==> src/rtl/async_fifo_fwft_lane_reader_if.sv <==
// -----------------------------------------------------------------------------
// async_fifo_fwft_lane_reader_if
// Bundles the FIFO FWFT read port and the narrow valid/ready output stream
// of async_fifo_fwft_lane_reader.
//   Parameters: W  - FIFO word width in bits
//               LW - output lane width in bits
//   Signals:    fifo_empty, fifo_rd_data[W], fifo_rd_en   (FIFO side)
//               out_valid, out_ready, out_data[LW], out_last (stream side)
//   Modports:   master - the lane reader (pops FIFO, drives stream)
//               slave  - the environment (FIFO + downstream consumer)
// -----------------------------------------------------------------------------
interface async_fifo_fwft_lane_reader_if #(
    parameter int unsigned W  = 32,
    parameter int unsigned LW = 8
);
    logic          fifo_empty;
    logic [W-1:0]  fifo_rd_data;
    logic          fifo_rd_en;
    logic          out_valid;
    logic          out_ready;
    logic [LW-1:0] out_data;
    logic          out_last;

    modport master (
        input  fifo_empty,
        input  fifo_rd_data,
        output fifo_rd_en,
        output out_valid,
        input  out_ready,
        output out_data,
        output out_last
    );

    modport slave (
        output fifo_empty,
        output fifo_rd_data,
        input  fifo_rd_en,
        input  out_valid,
        output out_ready,
        input  out_data,
        input  out_last
    );
endinterface

==> src/rtl/async_fifo_fwft_lane_reader.sv <==
// -----------------------------------------------------------------------------
// async_fifo_fwft_lane_reader
// Single-clock consumer of an FWFT FIFO read port. Pops one wide word and
// emits it as LANES narrow lanes, LSB lane first, on a valid/ready stream,
// optionally marking packet boundaries with out_last.
//   clk          - clock (FIFO read-clock domain)
//   rst          - synchronous reset, active-high (priority over flush)
//   flush        - synchronous discard of the held word and counters
//   bus          - master modport: fifo_empty/fifo_rd_data/fifo_rd_en and
//                  out_valid/out_ready/out_data/out_last
//   words_read   - words popped, saturating (stats build only, else 0)
//   stall_cycles - cycles with out_valid && !out_ready, saturating
//                  (stats build only, else 0)
// Optional feature macro: ASYNC_FIFO_READER_STATS_EN builds the counters.
// -----------------------------------------------------------------------------
module async_fifo_fwft_lane_reader #(
    parameter int unsigned RD_WIDTH_BYTES   = 4,
    parameter int unsigned WIDTH_RATIO_LOG2 = 2,
    parameter int unsigned PKT_BEATS        = 0
) (
    input  logic                                 clk,
    input  logic                                 rst,
    input  logic                                 flush,
    async_fifo_fwft_lane_reader_if.master        bus,
    output logic [31:0]                          words_read,
    output logic [31:0]                          stall_cycles
);
    localparam int unsigned W     = RD_WIDTH_BYTES * 8;
    localparam int unsigned LANES = 1 << WIDTH_RATIO_LOG2;
    localparam int unsigned LW    = W / LANES;
    localparam int unsigned LIW   = (WIDTH_RATIO_LOG2 > 0) ? WIDTH_RATIO_LOG2 : 1;
    localparam logic [31:0] PKT_LAST = 32'(PKT_BEATS) - 32'd1;

    logic [W-1:0]   hold_data_q,  hold_data_d;
    logic           hold_valid_q, hold_valid_d;
    logic [LIW-1:0] lane_idx_q,   lane_idx_d;
    logic [31:0]    beat_cnt_q,   beat_cnt_d;

    logic           last_lane;
    logic           accept;
    logic           rd_en;
    logic [LW-1:0]  cur_lane;

    // Lane select and last-lane detect collapse to constants for pass-through.
    generate
        if (WIDTH_RATIO_LOG2 == 0) begin : g_single_lane
            assign cur_lane  = hold_data_q;
            assign last_lane = 1'b1;
        end else begin : g_multi_lane
            logic [LANES-1:0][LW-1:0] lanes;
            assign lanes     = hold_data_q;
            assign cur_lane  = lanes[lane_idx_q];
            assign last_lane = (lane_idx_q == LIW'(LANES - 1));
        end
    endgenerate

    assign accept = hold_valid_q && bus.out_ready;

    // Reload on the same edge that retires the last lane keeps the stream
    // bubble-free across word boundaries.
    assign rd_en = !rst && !flush && !bus.fifo_empty &&
                   (!hold_valid_q || (bus.out_ready && last_lane));

    always_comb begin
        hold_data_d  = hold_data_q;
        hold_valid_d = hold_valid_q;
        lane_idx_d   = lane_idx_q;
        beat_cnt_d   = beat_cnt_q;

        if (rd_en) begin
            hold_data_d  = bus.fifo_rd_data;
            hold_valid_d = 1'b1;
            lane_idx_d   = '0;
        end else if (accept) begin
            if (last_lane) begin
                lane_idx_d   = '0;
                hold_valid_d = 1'b0;
            end else begin
                lane_idx_d   = lane_idx_q + LIW'(1);
            end
        end

        if (accept && (PKT_BEATS != 0)) begin
            if (beat_cnt_q == PKT_LAST) begin
                beat_cnt_d = '0;
            end else begin
                beat_cnt_d = beat_cnt_q + 32'd1;
            end
        end

        // flush wins over any simultaneous load or accept.
        if (flush) begin
            hold_valid_d = 1'b0;
            lane_idx_d   = '0;
            beat_cnt_d   = '0;
        end
    end

    always_ff @(posedge clk) begin
        if (rst) begin
            hold_data_q  <= '0;
            hold_valid_q <= 1'b0;
            lane_idx_q   <= '0;
            beat_cnt_q   <= '0;
        end else begin
            hold_data_q  <= hold_data_d;
            hold_valid_q <= hold_valid_d;
            lane_idx_q   <= lane_idx_d;
            beat_cnt_q   <= beat_cnt_d;
        end
    end

    // Outputs are forced low while rst is high so they read 0 during reset,
    // not only after the reset edge.
    assign bus.fifo_rd_en = rd_en;
    assign bus.out_valid  = hold_valid_q && !rst;
    assign bus.out_data   = rst ? '0 : cur_lane;
    assign bus.out_last   = (PKT_BEATS != 0) && hold_valid_q && !rst &&
                            (beat_cnt_q == PKT_LAST);

`ifdef ASYNC_FIFO_READER_STATS_EN
    logic [31:0] words_q, words_d;
    logic [31:0] stalls_q, stalls_d;

    always_comb begin
        words_d  = words_q;
        stalls_d = stalls_q;
        if (rd_en && (words_q != '1)) begin
            words_d = words_q + 32'd1;
        end
        if (hold_valid_q && !bus.out_ready && (stalls_q != '1)) begin
            stalls_d = stalls_q + 32'd1;
        end
        if (flush) begin
            words_d  = '0;
            stalls_d = '0;
        end
    end

    always_ff @(posedge clk) begin
        if (rst) begin
            words_q  <= '0;
            stalls_q <= '0;
        end else begin
            words_q  <= words_d;
            stalls_q <= stalls_d;
        end
    end

    assign words_read   = rst ? '0 : words_q;
    assign stall_cycles = rst ? '0 : stalls_q;
`else
    assign words_read   = '0;
    assign stall_cycles = '0;
`endif

endmodule

==> src/flat_wrapper.sv <==
// flat-port wrapper written by rule: the top's interface ports become plain ports
module async_fifo_fwft_lane_reader_flat 
#(
    parameter int unsigned RD_WIDTH_BYTES   = 4,
    parameter int unsigned WIDTH_RATIO_LOG2 = 2,
    parameter int unsigned PKT_BEATS        = 0
)
  (clk, rst, flush, words_read, stall_cycles, bus_fifo_empty, bus_fifo_rd_data, bus_fifo_rd_en, bus_out_valid, bus_out_ready, bus_out_data, bus_out_last);
  async_fifo_fwft_lane_reader_if #(.W(((4) * 8)), .LW((((4) * 8) / (1 << (2))))) bus_i ();
  input  logic clk;
  input  logic rst;
  input  logic flush;
  output logic [31:0] words_read;
  output logic [31:0] stall_cycles;
  input wire logic [$bits(bus_i.fifo_empty)-1:0] bus_fifo_empty;
  input wire logic [$bits(bus_i.fifo_rd_data)-1:0] bus_fifo_rd_data;
  output wire logic [$bits(bus_i.fifo_rd_en)-1:0] bus_fifo_rd_en;
  output wire logic [$bits(bus_i.out_valid)-1:0] bus_out_valid;
  input wire logic [$bits(bus_i.out_ready)-1:0] bus_out_ready;
  output wire logic [$bits(bus_i.out_data)-1:0] bus_out_data;
  output wire logic [$bits(bus_i.out_last)-1:0] bus_out_last;
  assign bus_i.fifo_empty = bus_fifo_empty;
  assign bus_i.fifo_rd_data = bus_fifo_rd_data;
  assign bus_fifo_rd_en = bus_i.fifo_rd_en;
  assign bus_out_valid = bus_i.out_valid;
  assign bus_i.out_ready = bus_out_ready;
  assign bus_out_data = bus_i.out_data;
  assign bus_out_last = bus_i.out_last;
  async_fifo_fwft_lane_reader #(.RD_WIDTH_BYTES(RD_WIDTH_BYTES), .WIDTH_RATIO_LOG2(WIDTH_RATIO_LOG2), .PKT_BEATS(PKT_BEATS)) u_core (.clk(clk), .rst(rst), .flush(flush), .bus(bus_i), .words_read(words_read), .stall_cycles(stall_cycles));
endmodule
==> config.mk <==
export PLATFORM = sky130hd
export DESIGN_NAME = async_fifo_fwft_lane_reader_flat
export DESIGN_NICKNAME = d
export VERILOG_FILES = /design/src/rtl/async_fifo_fwft_lane_reader_if.sv /design/src/rtl/async_fifo_fwft_lane_reader.sv /design/src/flat_wrapper.sv
export SDC_FILE = /design/constraint.sdc
export NUM_CORES = 1
export LEC_CHECK = 0
export CORE_MARGIN = 2
export CORE_UTILIZATION = 39
export DETAILED_ROUTE_END_ITERATION = 8
export HOLD_SLACK_MARGIN = 0.02
export PLACE_DENSITY_LB_ADDON = 0.15
export SLEW_MARGIN = 5
export SYNTH_ARGS = -nofsm -noshare
export SYNTH_HDL_FRONTEND = slang
export SYNTH_SLANG_ARGS = --single-unit
==> constraint.sdc <==
create_clock -name clk -period 1.9 [get_ports clk]
set_input_delay 0.19 -clock clk [delete_from_list [all_inputs] [get_ports clk]]
set_output_delay 0.19 -clock clk [all_outputs]
set_load 0.02 [all_outputs]
==> results.md <==
- Max Cap Viol: 0
- Post-synthesis adder-cell area fraction: 0.00601
- Startpoint types: register
- CP Launch Point: u_core.lane_idx_q[0]
- Sequential area share after synthesis: 0.337
- Arrival @ worst endpoint: 1590 ps
- Core area: 5140 µm²
- Met2 GRT Util: 0.219
- Drt pass-1 iters: 4
- Final hold viol count: 0
- H-tree levels: 2
- Final Max Tran Viols: 0
- GR Layer Usage met3: 0.0459
- CP max stage delay: 340 ps
- RSZ-0062 raised after global routing: no
- Status: finished, final reports clean
- Post-synth EDFFs: 0
- Worst-Skew Late Latency: 280 ps
- Met1 global-route usage: 0.181
- GR Util All Layers: 0.138
- Synth Area in Simple Gates: 0.187
- Largest net degree at the start of global routing: 34
- Synth Warn #: 0
- Leak Pwr: 1.05 nW
- Nets: 333
- Die Wd: 77.0 µm
- Reg power frac: 0.462
- Vias/cell: 4.27
- Initial Utilization: 0.405
- WS Path Type: reg -> out
- Die Ht: 77.0 µm
- Antenna cells: 0
- CTS tree: built
- Post-CTS Setup Inserts: 0
- Post-synthesis xor/xnor area fraction: 0
- Peak VDD IR: 0.310 mV
- RePlAce Congestion: 0.717
- Most Used Layer, Global Route: met2
- Die Area: 5940 µm²
- Setup crit end kind: primary output
- Setup Skew: 7.90 ps
- Via count: 1561
- Area delta synth->final: 18.9%
- Initial antenna violation count: 0
- Mean Syn Cell Area: 8.46 µm²
- # port buffers: 46
- DRT iter0 DRCs: 100
- Flops & latches, synth: 35
- Sw Pwr: 480 µW
- Core Rows: 26
- CTS Hold Bufs: 0
- Top Ports: 112
- CTS Buf Count: 5
- CP max stage cell: dfxtp_2
- Crit path capture: bus_fifo_rd_en
- Number of global-route vias before repair: 1391
- Register-to-register setup slack: 380 ps
- Fill cells: 548
- Async S/R FF share, synth: 0
- Final WL: 4160 µm
- Final count of negative-setup-slack endpoints: 0
- CTS Sinks: 35
- First-pass GRT wire length: 6550 µm
- CP max FO: 6
- Cell area after synthesis: 2080 µm²
- Worst Hold Class: reg -> reg
- Drt wl/cell: 11.4 µm
- Clk pwr share: 0.345
- Fmax achieved: 561 MHz
- Yosys cell types: 24
- Cell Pwr Density: 690 nW/µm²
- Combinational share of power: 0.193
- Worst r2r src: u_core.lane_idx_q[0]
- Share of cells above drive strength 1: 0.145
- Post-synthesis mux area share: 0.0914
- Final ANT Viol Nets: 0
- Crit-path cells: buf_12 > ha_1 > a21bo_1 > and2_4 > dlygate4sd2_1
- Hold Worst Slack: 445 ps
- Synth Area in Compound Gates: 0.0908
- Clk pin slew, worst setup/hold paths: 70 ps
- CTS root buffer: clkbuf_8
- Top FF cell, synth: dfxtp_1
- Main combinational cell family by area after synthesis: buffers and inverters
- Cell-internal power: 1.23 mW
- Syn Inst Count: 246
- Sw Ratio: 0.281
- Reg2reg end: u_core.g_multi_lane.lanes[7]
- Longest Clk Path Bufs: 2
- Gr ovfl total: 0
- DP Wirelength: 2950 µm
- Req. time, crit path: 1710 ps
- Final min period: 1780 ps
- Final period utilization: 0.938
- Total power: 1.71 mW
- DRC: 0
- Worst Reg2Reg Path Length in Cells: 6
==> layout by cell type, fill, tap and decap left out, types with 2 or more instances in the layout <==
cell              n
nand3_1          32
and2_1            8
dfxtp_2           2
o21ai_1          28
nand2_1          34
conb_1           65
dfxtp_1          33
o21ai_0           4
buf_4            12
buf_12            2
mux4_2            8
clkdlybuf4s50_1  37
clkbuf_8          7
clkbuf_2          2
a21oi_1           2
buf_2             6
==> layer usage <==
layer,wire (µm),vias up,part of all wire
met4,17,0,0.0041
met1,1890,706,0.45
met3,293,2,0.070
li1,-,788,-
met2,1960,65,0.47
met5,0,-,0
==> cells by family after synthesis <==
| kind of cell | after synthesis |
|---|---|
| buffers and inverters | 83 |
| AOI/OAI and AO/OA | 36 |
| and+or+nand+nor | 81 |
| muxes | 9 |
| DFF | 35 |
| adders and majority gates | 1 |
| other | 1 |
==> timing repair <==
item / CTS / global route
resized for setup: 25 / 8
endpoints found under the hold margin: 0 / 0
setup endpoints to repair: 9 / 8
==> power groups by stage <==
stage,clock [mW],combinational (mW),sequential (mW)
6_report,0.588,0.330,0.789
5_1_grt,0.631,0.358,0.793
4_1_cts,0.603,0.334,0.789
3_5_place_dp,0,0.335,0.806
3_3_place_gp,0,0.334,0.805
2_1_floorplan,0,0.320,0.800
==> metrics by stage <==
| step | instance area (µm²) | std cells | setup TNS, ps | setup WS, ps | utilization |
|---|---|---|---|---|---|
| 2_1_floorplan | 2320 | 310 | 0 | 414 | - |
| 3_3_place_gp | 2410 | 358 | -16.2 | -9.20 | 0.470 |
| 3_5_place_dp | 2410 | 358 | -38.5 | -10.5 | 0.470 |
| 4_1_cts | 2520 | 366 | 0 | 2.03 | 0.491 |
| 5_1_grt | 2470 | 366 | 0 | 49.8 | 0.482 |
| 6_report | 2470 | 366 | 0 | 119 | 0.482 |
==> critical path: cells and delay by family (launching register included) <==
kind                       cells  cell delay, ps
and+or+nand+nor                1             130
adders and majority gates      1             200
AOI/OAI and AO/OA              1             180
buffers and inverters          2             440
DFF                            1             340
==> state kept, by name, indices dropped and copies added, names as in the netlist <==
signal and cells:
u_core.lane_idx_q 2, u_core.g_multi_lane.lanes 32, u_core.hold_valid_q 1
==> final cells by class <==
type                            count  area [µm²]  area share
Inverter                            1        3.75     0.00152
Tap cell                           70        87.6      0.0354
Timing Repair Buffer               60         549       0.222
Sequential cell                    35         703       0.284
Multi-Input combinational cell    192        1030       0.417
Clock buffer                        8         100      0.0404
==> synthesized netlist by cell type (2+ instances only) <==
cell type   n  area share
clkbuf_1   10       0.018
o21ai_1    28       0.067
buf_2       2      0.0048
o21ai_0     4      0.0096
nand2_1    34       0.061
buf_4      65        0.23
a21oi_1     2      0.0048
buf_6       5       0.027
mux4_2      8       0.087
and2_1      8       0.024
nor3_2      2      0.0096
nand3_1    32       0.077
dfxtp_1    35        0.34
==> how the worst min path moves through the flow <==
stage	to	cells after the start	from
finish	u_core.g_multi_lane.lanes[23]	2	u_core.g_multi_lane.lanes[23]
global route	u_core.g_multi_lane.lanes[21]	2	u_core.g_multi_lane.lanes[21]
CTS	u_core.g_multi_lane.lanes[23]	2	u_core.g_multi_lane.lanes[23]
detailed placement	u_core.g_multi_lane.lanes[0]	2	u_core.g_multi_lane.lanes[0]
global placement	u_core.g_multi_lane.lanes[16]	2	u_core.g_multi_lane.lanes[16]
floorplan	u_core.hold_valid_q	1	bus_fifo_empty
No activity file was read; power rests on OpenSTA's default activity.
